$ cat config.mk
export PLATFORM = sky130hd
export DESIGN_NAME = xbar_out_port
export DESIGN_NICKNAME = d
export VERILOG_FILES = /design/src/rtl/noc_pkg.sv /design/src/rtl/rr_arbiter.sv /design/src/rtl/xbar_out_port.sv
export SDC_FILE = /design/constraint.sdc
export NUM_CORES = 1
export LEC_CHECK = 0
export ABC_AREA = 0
export BUFFER_PORTS_ARGS = -buffer_cell sky130_fd_sc_hd__buf_2
export CAP_MARGIN = 0
export CORE_ASPECT_RATIO = 1.75
export CORE_MARGIN = 8
export CORE_UTILIZATION = 53
export DETAILED_ROUTE_END_ITERATION = 8
export PLACE_DENSITY = 0.88
export SKIP_LAST_GASP = 1
export SLEW_MARGIN = 5
export SYNTH_ARGS = -nofsm -noshare
export SYNTH_HDL_FRONTEND = slang
export SYNTH_SLANG_ARGS = --single-unit
$ cat constraint.sdc
create_clock -name clk_i -period 5.5 [get_ports clk_i]
set_clock_uncertainty 0.1 [all_clocks]
set_input_delay 0.825 -clock clk_i [delete_from_list [all_inputs] [get_ports clk_i]]
set_output_delay 0.825 -clock clk_i [all_outputs]
set_load 0.02 [all_outputs]
$ cat src/rtl/noc_pkg.sv
// Shared NoC router definitions: port numbering, output-port FSM states and
// the select-width helper used by the crossbar output port and its arbiter.
package noc_pkg;

   localparam int PORT_N   = 0;
   localparam int PORT_S   = 1;
   localparam int PORT_W   = 2;
   localparam int PORT_E   = 3;
   localparam int PORT_L   = 4;
   localparam int NUM_DIRS = 5;

   typedef enum logic {
      IDLE   = 1'b0,
      LOCKED = 1'b1
   } state_e;

   function automatic int sel_width(input int n);
      return (n > 1) ? $clog2(n) : 1;
   endfunction

endpackage

$ cat src/rtl/rr_arbiter.sv
// Combinational round-robin arbiter: searches req_i starting one past
// last_grant_i, wrapping at N, and returns the winner one-hot and as an index.
module rr_arbiter
   import noc_pkg::*;
#(
   parameter  int N     = NUM_DIRS,
   localparam int SEL_W = sel_width(N)
) (
   input  logic [N-1:0]     req_i,
   input  logic [SEL_W-1:0] last_grant_i,
   output logic [N-1:0]     grant_o,
   output logic [SEL_W-1:0] grant_idx_o
);

   int   w_idx;
   logic w_found;

   always_comb begin
      grant_o     = '0;
      grant_idx_o = '0;
      w_found     = 1'b0;
      w_idx       = 0;
      for (int i = 1; i <= N; i++) begin
         // last_grant_i < N, so a single subtraction is enough to wrap
         w_idx = int'(last_grant_i) + i;
         if (w_idx >= N) begin
            w_idx = w_idx - N;
         end
         if (!w_found && req_i[w_idx]) begin
            w_found          = 1'b1;
            grant_o[w_idx]   = 1'b1;
            grant_idx_o      = SEL_W'(w_idx);
         end
      end
   end

endmodule

$ cat src/rtl/xbar_out_port.sv
// Crossbar output port: round-robin picks an input, holds it until the tail
// flit, and forwards flits through a single registered output stage.
//
// state  | meaning
// IDLE   | no owner; arbiter picks among valid inputs each cycle
// LOCKED | r_sel owns the output mid-packet; other inputs are ignored
module xbar_out_port
   import noc_pkg::*;
#(
   parameter  int NUM_PORTS = NUM_DIRS,
   parameter  int DATA_W    = 16,
   localparam int SEL_W     = sel_width(NUM_PORTS)
) (
   input  logic                             clk_i,
   input  logic                             rst_i,
   input  logic [NUM_PORTS-1:0]             valid_i,
   input  logic [NUM_PORTS-1:0][DATA_W-1:0] data_i,
   input  logic [NUM_PORTS-1:0]             tail_i,
   output logic [NUM_PORTS-1:0]             ready_o,
   output logic                             valid_o,
   output logic [DATA_W-1:0]                data_o,
   output logic                             tail_o,
   output logic [SEL_W-1:0]                 sel_o,
   input  logic                             ready_i
);

   state_e                  r_state;
   state_e                  w_state_nxt;
   logic [SEL_W-1:0]        r_sel;
   logic [SEL_W-1:0]        r_last_grant;
   logic                    r_valid;
   logic [DATA_W-1:0]       r_data;
   logic                    r_tail;

   logic [NUM_PORTS-1:0]    w_arb_grant;
   logic [SEL_W-1:0]        w_arb_idx;
   logic [NUM_PORTS-1:0]    w_owner_oh;
   logic [NUM_PORTS-1:0]    w_ready;
   logic [SEL_W-1:0]        w_src_idx;
   logic [DATA_W-1:0]       w_src_data;
   logic                    w_src_tail;
   logic                    w_load_en;
   logic                    w_xfer;

   rr_arbiter #(
      .N (NUM_PORTS)
   ) u_arb (
      .req_i        (valid_i),
      .last_grant_i (r_last_grant),
      .grant_o      (w_arb_grant),
      .grant_idx_o  (w_arb_idx)
   );

   always_comb begin
      w_state_nxt       = r_state;
      w_ready           = '0;
      w_src_idx         = r_sel;
      w_owner_oh        = '0;
      w_owner_oh[r_sel] = 1'b1;
      w_load_en         = !r_valid || ready_i;

      case (r_state)
         IDLE: begin
            w_ready   = w_arb_grant & {NUM_PORTS{w_load_en}};
            w_src_idx = w_arb_idx;
         end
         LOCKED: begin
            w_ready   = w_owner_oh & {NUM_PORTS{w_load_en}};
         end
         default: begin
            w_ready   = '0;
         end
      endcase

      // ready must drop the moment reset rises, not at the next edge
      if (rst_i) begin
         w_ready = '0;
      end

      w_xfer     = |(valid_i & w_ready);
      w_src_data = data_i[w_src_idx];
      w_src_tail = tail_i[w_src_idx];

      case (r_state)
         IDLE:    if (w_xfer && !w_src_tail) w_state_nxt = LOCKED;
         LOCKED:  if (w_xfer && w_src_tail)  w_state_nxt = IDLE;
         default: w_state_nxt = IDLE;
      endcase
   end

   always_ff @(posedge clk_i or posedge rst_i) begin
      if (rst_i) begin
         r_state      <= IDLE;
         r_sel        <= '0;
         r_last_grant <= SEL_W'(NUM_PORTS - 1);
      end else begin
         r_state <= w_state_nxt;
         if (r_state == IDLE && w_xfer) begin
            r_sel        <= w_arb_idx;
            r_last_grant <= w_arb_idx;
         end
      end
   end

   always_ff @(posedge clk_i or posedge rst_i) begin
      if (rst_i) begin
         r_valid <= 1'b0;
         r_data  <= '0;
         r_tail  <= 1'b0;
      end else if (w_load_en) begin
         r_valid <= w_xfer;
         if (w_xfer) begin
            r_data <= w_src_data;
            r_tail <= w_src_tail;
         end
      end
   end

   assign ready_o = w_ready;
   assign valid_o = r_valid;
   assign data_o  = r_data;
   assign tail_o  = r_tail;
   assign sel_o   = r_sel;

endmodule

==> results.sh, run 1 <==
export IMPL_status="finished clean"
export IMPL_dp_hpwl_microns=12790
export IMPL_hp_class="reg -> reg"
export IMPL_critPathLaunch="sel_o[1]"
export IMPL_yosysSeqAreaShare=0.1519
export IMPL_post_cts_repair_setup_buffers=0
export IMPL_fmax_mhz=193.3
export IMPL_grt_pass1_vias=4749
export IMPL_start_kind="flop"
export IMPL_ant_nets=0
export IMPL_gp_congestion=1.019
export IMPL_tritoncts="built"
export IMPL_drc=0
export IMPL_fin_setup_tns_ns=0
export IMPL_syn_nets=600
export IMPL_antennaDiodeCount=0
export IMPL_drive_gt1_frac=0.2746
export IMPL_die_h_microns=128.0
export IMPL_core_area_sq_mm=0.007079
export IMPL_busiest_layer="met2"
export IMPL_crit_arrival_ns=4.25
export IMPL_io_pins=119
export IMPL_first_pass_iters=5
export IMPL_wirelength_microns=15650
export IMPL_fin_area_sq_mm=0.004461
export IMPL_placedCellCount=672
export IMPL_ff_latch_area_sq_um=576.8
export IMPL_critPathMaxFanout=17
export IMPL_async_flop_share=1.000
export IMPL_numPortBuffers=118
export IMPL_instances_no_fill=676
export IMPL_yosys_area_top_type="dfrtp_1"
export IMPL_maxSlewHeadroom=0.2551
export IMPL_fin_crit_ns=5.173
export IMPL_crit_end="ready_o[1]"
export IMPL_fillCellCount=602
export IMPL_r2r_cells=14
export IMPL_synthFlopType="dfrtp_1"
export IMPL_cts_root_buf="clkbuf_16"
export IMPL_design_die_area_sq_mm=0.01024
export IMPL_first_iter_violations=379
export IMPL_syn_area_sq_mm=0.003797
export IMPL_grt_use_met2=0.5337
export IMPL_numCtsBuffers=3
export IMPL_synth_top_cell_area_share=0.1450
export IMPL_cts_buffer_depth=2
export IMPL_critPathCaptureType="output port"
export IMPL_clk_latency_ns=0.27
export IMPL_viasPerCell=6.642
export IMPL_start_util=0.5364
export IMPL_maxCapViolations=0
export IMPL_clock_sinks=23
export IMPL_post_cts_resized=0
export IMPL_vias=4490
export IMPL_synthesis_instances=487
export IMPL_path_class="reg -> out"
export IMPL_grt_pass1_wl_microns=24370
export IMPL_rrSetupSlack_ns=0.51
export IMPL_rows=41
export IMPL_gr_usage_met3=0.06320
export IMPL_ys_types=81
export IMPL_regToRegStartpoint="sel_o[1]"
export IMPL_grt_usage=0.3054
export IMPL_rr_endpoint="data_o[15]"
export IMPL_area_growth_pct=17.46
export IMPL_wl_per_cell_microns=23.15
export IMPL_postLayoutCoreUtil=0.6301
export IMPL_holdBufCountCts=0
export IMPL_worstMarginPinSlew_ns=1.117
export IMPL_worstPathRequired_ns=4.58
export IMPL_die_w_microns=79.99
export IMPL_grt_max_degree=46
export IMPL_htreeDepth=1
export IMPL_period_share=0.9405
export IMPL_placed_area_sq_mm=0.004380
export IMPL_grtUsageMet1=0.3084
export IMPL_antenna_found_initial=0
export IMPL_synthTopCellsByArea="dfrtp_1 14%, mux2i_1 11%, ha_1 6.3%"
export IMPL_yosysWarnings=0
export IMPL_cts_reportedPaths_clkPinSlew_ns=0.06
export IMPL_synth_seq_cells=23
export IMPL_grt_overflow=0
export IMPL_report_final_setup_viol=0
export IMPL_synth_edf_count=0
export IMPL_syn_area_per_cell_sq_um=7.798
export IMPL_slew_viol_final=0
export IMPL_rsz0062_at_grt="no"
export IMPL_multi_input_area_sq_mm=0.002922
export IMPL_fin_nets=704
export IMPL_hold_viol=0
[metal layers]
layer / wire length, microns / vias up
met5: 0 / -
met4: 1099 / 0
met3: 1088 / 58
met2: 7843 / 254
met1: 5620 / 2118
li1: - / 2060
[placed cells by master (no fill, tap or decap), types with 15 or more instances in the layout]
cell type  instances
nor2_1            23
nand3_1           17
dfrtp_1           22
nand2_1           50
mux2i_1           43
a21oi_1           25
buf_2            118
ha_1              19
o22a_1            18
o21ai_0           21
o22ai_1           24
buf_4             17
nand2b_1          15
o21ai_1           17
[flip-flops by register name, indices dropped and copies added, names as in the netlist, named ones only]
name and cells:
sel_o 3, tail_o 1, valid_o 1, r_last_grant 1, data_o 16
[Yosys cell counts (7+ instances only)]
master / number
nand2_1: 50
mux2i_1: 43
a21oi_1: 25
o22ai_1: 24
nor2_1: 23
dfrtp_1: 22
o21ai_0: 21
ha_1: 19
o22a_1: 18
nand3_1: 17
o21ai_1: 17
nand2b_1: 15
inv_1: 12
nor3_1: 11
buf_2: 9
buf_6: 9
a31oi_1: 8
and3_1: 7
buf_4: 7
xnor2_1: 7
[area by class of cell]
| class | instances | area share |
|---|---|---|
| inverters | 15 | 0.01262 |
| flip-flops and latches | 23 | 0.1293 |
| multi-input cells | 413 | 0.6550 |
| clock buffers | 3 | 0.01683 |
| repair buffers | 135 | 0.1610 |
| clock inverters | 1 | 0.001122 |
| well taps | 86 | 0.02412 |
[cell families after synthesis]
family / after synthesis / synth area share
DFF: 23 / 0.1519
buffers and inverters: 51 / 0.07875
muxes: 45 / 0.1203
xor gates and xnor gates: 9 / 0.02076
AOI/OAI and AO/OA: 173 / 0.3358
and+or+nand+nor: 166 / 0.2247
adders and majority gates: 20 / 0.06788
[per-stage QoR]
| step | worst slack (ns) | hold WS, ns |
|---|---|---|
| final | 0.3271 | 0.4063 |
| after global routing | 0.03320 | 0.4349 |
| after CTS | 0.4239 | 0.4101 |
| after detailed placement | 0.6420 | 0.3955 |
| after global placement | 0.7097 | 0.3896 |
| after floorplan | 0.5084 | 0.5294 |
[worst max-delay path, stage by stage (launching register included)]
cell and delay [ns]:
dfrtp_1 0.35, buf_4 0.25, ha_1 0.57, nand2_1 0.37, a22o_1 0.30, ha_1 0.28
and4b_1 0.20, a31oi_1 0.22, a21o_1 0.21, nor3_1 0.07, mux2i_1 0.36, o311a_1 0.27
a21oi_1 0.07, a31oi_1 0.23, nor2_1 0.06, buf_2 0.16
[worst min path at each step]
stage / start / to / cells after the start
floorplan: data_o[14] / data_o[14] / 1
global placement: data_o[2] / data_o[2] / 1
detailed placement: data_o[9] / data_o[9] / 1
CTS: data_o[13] / data_o[13] / 1
global route: data_o[3] / data_o[3] / 1
finish: data_o[13] / data_o[13] / 1
Power of run 1 is not shown: default switching activity piles up to over one toggle a cycle in this logic, so the estimate is an artifact.
==> run 2: changes to the inputs <==
--- a/config.mk
+++ b/config.mk
@@ -10,9 +10,9 @@
 export CAP_MARGIN = 0
 export CORE_ASPECT_RATIO = 1.75
 export CORE_MARGIN = 8
-export CORE_UTILIZATION = 53
+export CORE_UTILIZATION = 30
 export DETAILED_ROUTE_END_ITERATION = 8
-export PLACE_DENSITY = 0.88
+export PLACE_DENSITY = 0.58
 export SKIP_LAST_GASP = 1
 export SLEW_MARGIN = 5
 export SYNTH_ARGS = -nofsm -noshare
==> run 2 against run 1 <==
Against the previous run: wire length down 1.1%; highest routed layer unchanged; count of clock-buffer cells in the layout up 1; cell count up 12%; register-to-register slack worse by 0.10 ns; worst hold slack worse by 0.0057 ns; global-route usage down 12 points; cell area increased by 1.8%; flip-flop and latch count is the same; critical path depth unchanged; non-clock buffer count shrank 3; worst setup slack got worse by 0.0023 ns; first-iteration DRC count decreased by 12%.
==> results.sh, run 2 (synthesis gave the netlist of run 1 again) <==
export IMPL_critPathBufInv=2
export IMPL_status="finished clean"
export IMPL_grt_usage=0.1852
export IMPL_critPathMaxFanout=13
export IMPL_fin_area_sq_mm=0.004539
export IMPL_cts_root_buf="clkbuf_16"
export IMPL_dp_hpwl_microns=12580
export IMPL_report_final_setup_viol=0
export IMPL_drc=0
export IMPL_regToRegStartpoint="sel_o[1]"
export IMPL_cts_reportedPaths_clkPinSlew_ns=0.07
export IMPL_holdBufCountCts=0
export IMPL_placed_area_sq_mm=0.004461
export IMPL_fin_nets=701
export IMPL_slew_viol_final=0
export IMPL_maxCapViolations=0
export IMPL_design_die_area_sq_mm=0.01666
export IMPL_largest_register_ff_count=16
export IMPL_clock_sinks=23
export IMPL_grt_pass1_wl_microns=24170
export IMPL_grt_pass1_vias=4597
export IMPL_antennaDiodeCount=0
export IMPL_period_share=0.9409
export IMPL_htreeDepth=1
export IMPL_io_pins=119
export IMPL_final_common_cell="buf_2"
export IMPL_worst_path_most_repeated_cell="ha_1"
export IMPL_cp_top_family="simple AND/OR/NAND/NOR gates"
export IMPL_path_class="reg -> out"
export IMPL_critPathMaxStageDelay_ns=0.53
export IMPL_cts_buffer_depth=2
export IMPL_numCtsBuffers=3
export IMPL_gp_congestion=0.9724
export IMPL_clk_latency_ns=0.26
export IMPL_fmax_mhz=193.2
export IMPL_numPortBuffers=118
export IMPL_post_cts_repair_setup_buffers=0
export IMPL_vias=4352
export IMPL_hold_viol=0
export IMPL_die_h_microns=164.8
export IMPL_hp_class="reg -> reg"
export IMPL_critPathLaunch="sel_o[1]"
export IMPL_worstMarginPinSlew_ns=0.9790
export IMPL_fin_setup_tns_ns=0
export IMPL_maxSlewHeadroom=0.3473
export IMPL_drive_gt1_frac=0.2692
export IMPL_start_util=0.3055
export IMPL_wl_per_cell_microns=20.50
export IMPL_post_cts_resized=0
export IMPL_start_kind="flop"
export IMPL_rsz0062_at_grt="no"
export IMPL_crit_chain="inv_1 -> ha_1 -> ha_1 -> a211oi_1 -> or2_1 -> o21ai_1 -> a22oi_2 -> nor2_2 -> nor4_1 -> nand3_1 -> nand2b_1 -> a21oi_1 -> a31oi_1 -> nor2_1 -> buf_2"
export IMPL_first_pass_iters=6
export IMPL_die_w_microns=101.0
export IMPL_rows=54
export IMPL_crit_arrival_ns=4.25
export IMPL_first_iter_violations=334
export IMPL_slowest_stage="a211oi_1"
export IMPL_wirelength_microns=15480
export IMPL_worstHoldStart="data_o[13]"
export IMPL_viasPerCell=5.764
export IMPL_tritoncts="built"
export IMPL_core_area_sq_mm=0.01243
export IMPL_grt_overflow=0
export IMPL_ant_nets=0
export IMPL_antenna_found_initial=0
export IMPL_area_growth_pct=19.54
export IMPL_grt_max_degree=46
export IMPL_critPathCaptureType="output port"
export IMPL_fin_crit_ns=5.175
export IMPL_worstPathRequired_ns=4.58
export IMPL_final_cell_mix="118 x buf_2, 50 x nand2_1, 43 x mux2i_1"
==> run 2: cell types whose count changed in the layout (fill, tap and decap cells not counted) <==
cell      delta
clkbuf_1     +1
buf_4        -3
clkinv_2     -1
==> run 2: cell type report <==
type / instances / area, sq um
Timing Repair Buffer: 132 / 695.7
Fill cell: 1344 / 7893
Clock buffer: 4 / 78.83
Sequential cell: 23 / 576.8
Inverter: 15 / 56.30
Tap cell: 168 / 210.2
Multi-Input combinational cell: 413 / 2922
==> run 2: per-layer routing <==
layer,GRT usage,wire [microns],up-vias
li1,-,-,2049
met1,0.1932,5786,1939
met2,0.3343,7695,300
met3,0.02913,1118,64
met4,0.1172,876,0
met5,0,0,-
==> run 2: path summary, 6_finish.rpt <==
path                                        end  slack (ns)  cells past startpoint
worst max-delay path                 ready_o[1]        0.32                     15
worst min-delay path                 data_o[13]        0.40                      1
worst max register to register       data_o[12]        0.41                     14
worst min register to register       data_o[13]        0.40                      1
max in group asynchronous       r_last_grant[2]        4.51                      3
min in group asynchronous              sel_o[0]        0.50                      3
==> run 2: through the flow <==
stage | instances | utilization | worst slack (ns) | hold slack [ns]
3_5_place_dp | 751 | 0.3588 | 0.5189 | 0.3917
6_report | 755 | 0.3651 | 0.3248 | 0.4006
5_1_grt | 755 | 0.3651 | 0.03232 | 0.4306
4_1_cts | 755 | 0.3651 | 0.3705 | 0.4069
3_3_place_gp | 751 | 0.3588 | 0.5771 | 0.3900
2_1_floorplan | 487 | - | 0.5084 | 0.5294
Power of run 2 is left out for the same reason.
==> run 3: changes to the inputs <==
==> constraint.sdc (replaced) <==
create_clock -name clk_i -period 6.47 [get_ports clk_i]
set_clock_uncertainty 0.1 [all_clocks]
set_input_delay 0.9705 -clock clk_i [delete_from_list [all_inputs] [get_ports clk_i]]
set_output_delay 0.9705 -clock clk_i [all_outputs]
set_load 0.02 [all_outputs]
==> run 3 against run 2 <==
Against the previous run: wire length about the same; non-clock buffer count decreased by 4; highest routed layer unchanged; worst setup slack improved by 0.37 ns; die area unchanged; critical endpoint unchanged; sequential share of layout area increased by 0.085 points; worst hold slack improved by 0.0029 ns; critical path type unchanged; first-iteration DRC count decreased by 4.2%; flip-flop and latch count unchanged; global-route usage decreased by 0.076 points; via count decreased by 1.3%.
==> results.sh, run 3 (synthesis gave the netlist of run 1 again) <==
export IMPL_hold_viol=0
export IMPL_start_kind="flop"
export IMPL_grt_max_degree=40
export IMPL_drive_gt1_frac=0.2642
export IMPL_maxSlewHeadroom=0.1736
export IMPL_final_cell_mix="118 x buf_2, 50 x nand2_1, 43 x mux2i_1"
export IMPL_gp_congestion=1.036
export IMPL_hp_class="reg -> reg"
export IMPL_slowest_stage="dfstp_2"
export IMPL_first_iter_violations=320
export IMPL_maxCapViolations=0
export IMPL_numCtsBuffers=3
export IMPL_first_pass_iters=5
export IMPL_ant_nets=0
export IMPL_numPortBuffers=118
export IMPL_cts_reportedPaths_clkPinSlew_ns=0.06
export IMPL_worstPathRequired_ns=5.40
export IMPL_fmax_mhz=173.1
export IMPL_critPathMaxFanout=24
export IMPL_critPathMaxStageDelay_ns=0.77
export IMPL_cts_root_buf="clkbuf_16"
export IMPL_critPathBufInv=2
export IMPL_viasPerCell=5.722
export IMPL_final_common_cell="buf_2"
export IMPL_drc=0
export IMPL_post_cts_repair_setup_buffers=0
export IMPL_start_util=0.3055
export IMPL_clock_sinks=23
export IMPL_post_cts_resized=0
export IMPL_design_die_area_sq_mm=0.01666
export IMPL_htreeDepth=1
export IMPL_holdBufCountCts=0
export IMPL_antenna_found_initial=0
export IMPL_rsz0062_at_grt="no"
export IMPL_core_area_sq_mm=0.01243
export IMPL_io_pins=119
export IMPL_crit_chain="inv_1 -> ha_1 -> a21boi_1 -> mux2i_1 -> mux2i_1 -> and2_1 -> o22ai_1 -> nor4_1 -> nand3_1 -> nand2b_1 -> a21oi_1 -> a31oi_1 -> nor2_1 -> buf_2"
export IMPL_fin_nets=697
export IMPL_period_share=0.8931
export IMPL_vias=4297
export IMPL_cts_buffer_depth=2
export IMPL_report_final_setup_viol=0
export IMPL_worstMarginPinSlew_ns=1.224
export IMPL_path_class="reg -> out"
export IMPL_area_growth_pct=18.75
export IMPL_die_w_microns=101.0
export IMPL_wl_per_cell_microns=20.60
export IMPL_tritoncts="built"
export IMPL_grt_overflow=0
export IMPL_antennaDiodeCount=0
export IMPL_rows=54
export IMPL_dp_hpwl_microns=12780
export IMPL_critPathCaptureType="output port"
export IMPL_grt_usage=0.1845
export IMPL_cp_top_family="simple AND/OR/NAND/NOR gates"
export IMPL_fin_setup_tns_ns=0
export IMPL_fin_crit_ns=5.779
export IMPL_grt_pass1_wl_microns=23990
export IMPL_status="finished clean"
export IMPL_largest_register_ff_count=16
export IMPL_die_h_microns=164.8
export IMPL_grt_pass1_vias=4557
export IMPL_crit_arrival_ns=4.71
export IMPL_wirelength_microns=15470
export IMPL_slew_viol_final=0
export IMPL_worst_path_most_repeated_cell="mux2i_1"
export IMPL_clk_latency_ns=0.26
-- run 3: cell types whose count changed in the layout (fill, tap and decap cells not counted), sizes merged --
cell,previous run,this run
buf,132,128
-- run 3: final timing paths --
kind | from | endpoint | slack, ns | cells after the start
worst max-delay path | r_last_grant[2] | ready_o[1] | 0.69 | 14
worst max register to register | r_last_grant[2] | data_o[13] | 1.14 | 12
max in group asynchronous | rst_i | r_last_grant[2] | 5.32 | 3
worst min register to register | tail_o | tail_o | 0.40 | 1
worst min-delay path | tail_o | tail_o | 0.40 | 1
min in group asynchronous | rst_i | data_o[10] | 0.65 | 3
-- run 3: metal layers --
metal,part of all wire,up-vias,global-route usage
li1,-,2042,-
met1,0.37,1979,0.1860
met2,0.50,222,0.3310
met3,0.059,54,0.03081
met4,0.071,0,0.1357
met5,0,-,0
-- run 3: layout make-up --
type / instances / area, sq um
Clock buffer: 4 / 78.83
Fill cell: 1343 / 7923
Inverter: 15 / 56.30
Multi-Input combinational cell: 413 / 2922
Sequential cell: 23 / 576.8
Tap cell: 168 / 210.2
Timing Repair Buffer: 128 / 665.6
-- run 3: worst reg2reg max path, delay by kind of cell, from the launching register on --
family | cells | cell delay (ns)
buffers and inverters | 1 | 0.26
DFF | 1 | 0.77
muxes | 3 | 0.96
AOI/OAI and AO/OA | 5 | 2.27
and+or+nand+nor | 2 | 0.48
adders and majority gates | 1 | 0.37
-- run 3: metrics by stage --
| stage | util | std cells | hold WS [ns] | setup WS [ns] | cell area [sq um] |
|---|---|---|---|---|---|
| 2_1_floorplan | - | 487 | 0.5294 | 1.333 | 3797 |
| 3_3_place_gp | 0.3564 | 747 | 0.3889 | 1.164 | 4431 |
| 3_5_place_dp | 0.3564 | 747 | 0.3961 | 1.060 | 4431 |
| 4_1_cts | 0.3627 | 751 | 0.4117 | 0.7562 | 4509 |
| 5_1_grt | 0.3627 | 751 | 0.4252 | 0.3816 | 4509 |
| 6_report | 0.3627 | 751 | 0.4035 | 0.6914 | 4509 |
Power of run 3 is left out for the same reason.
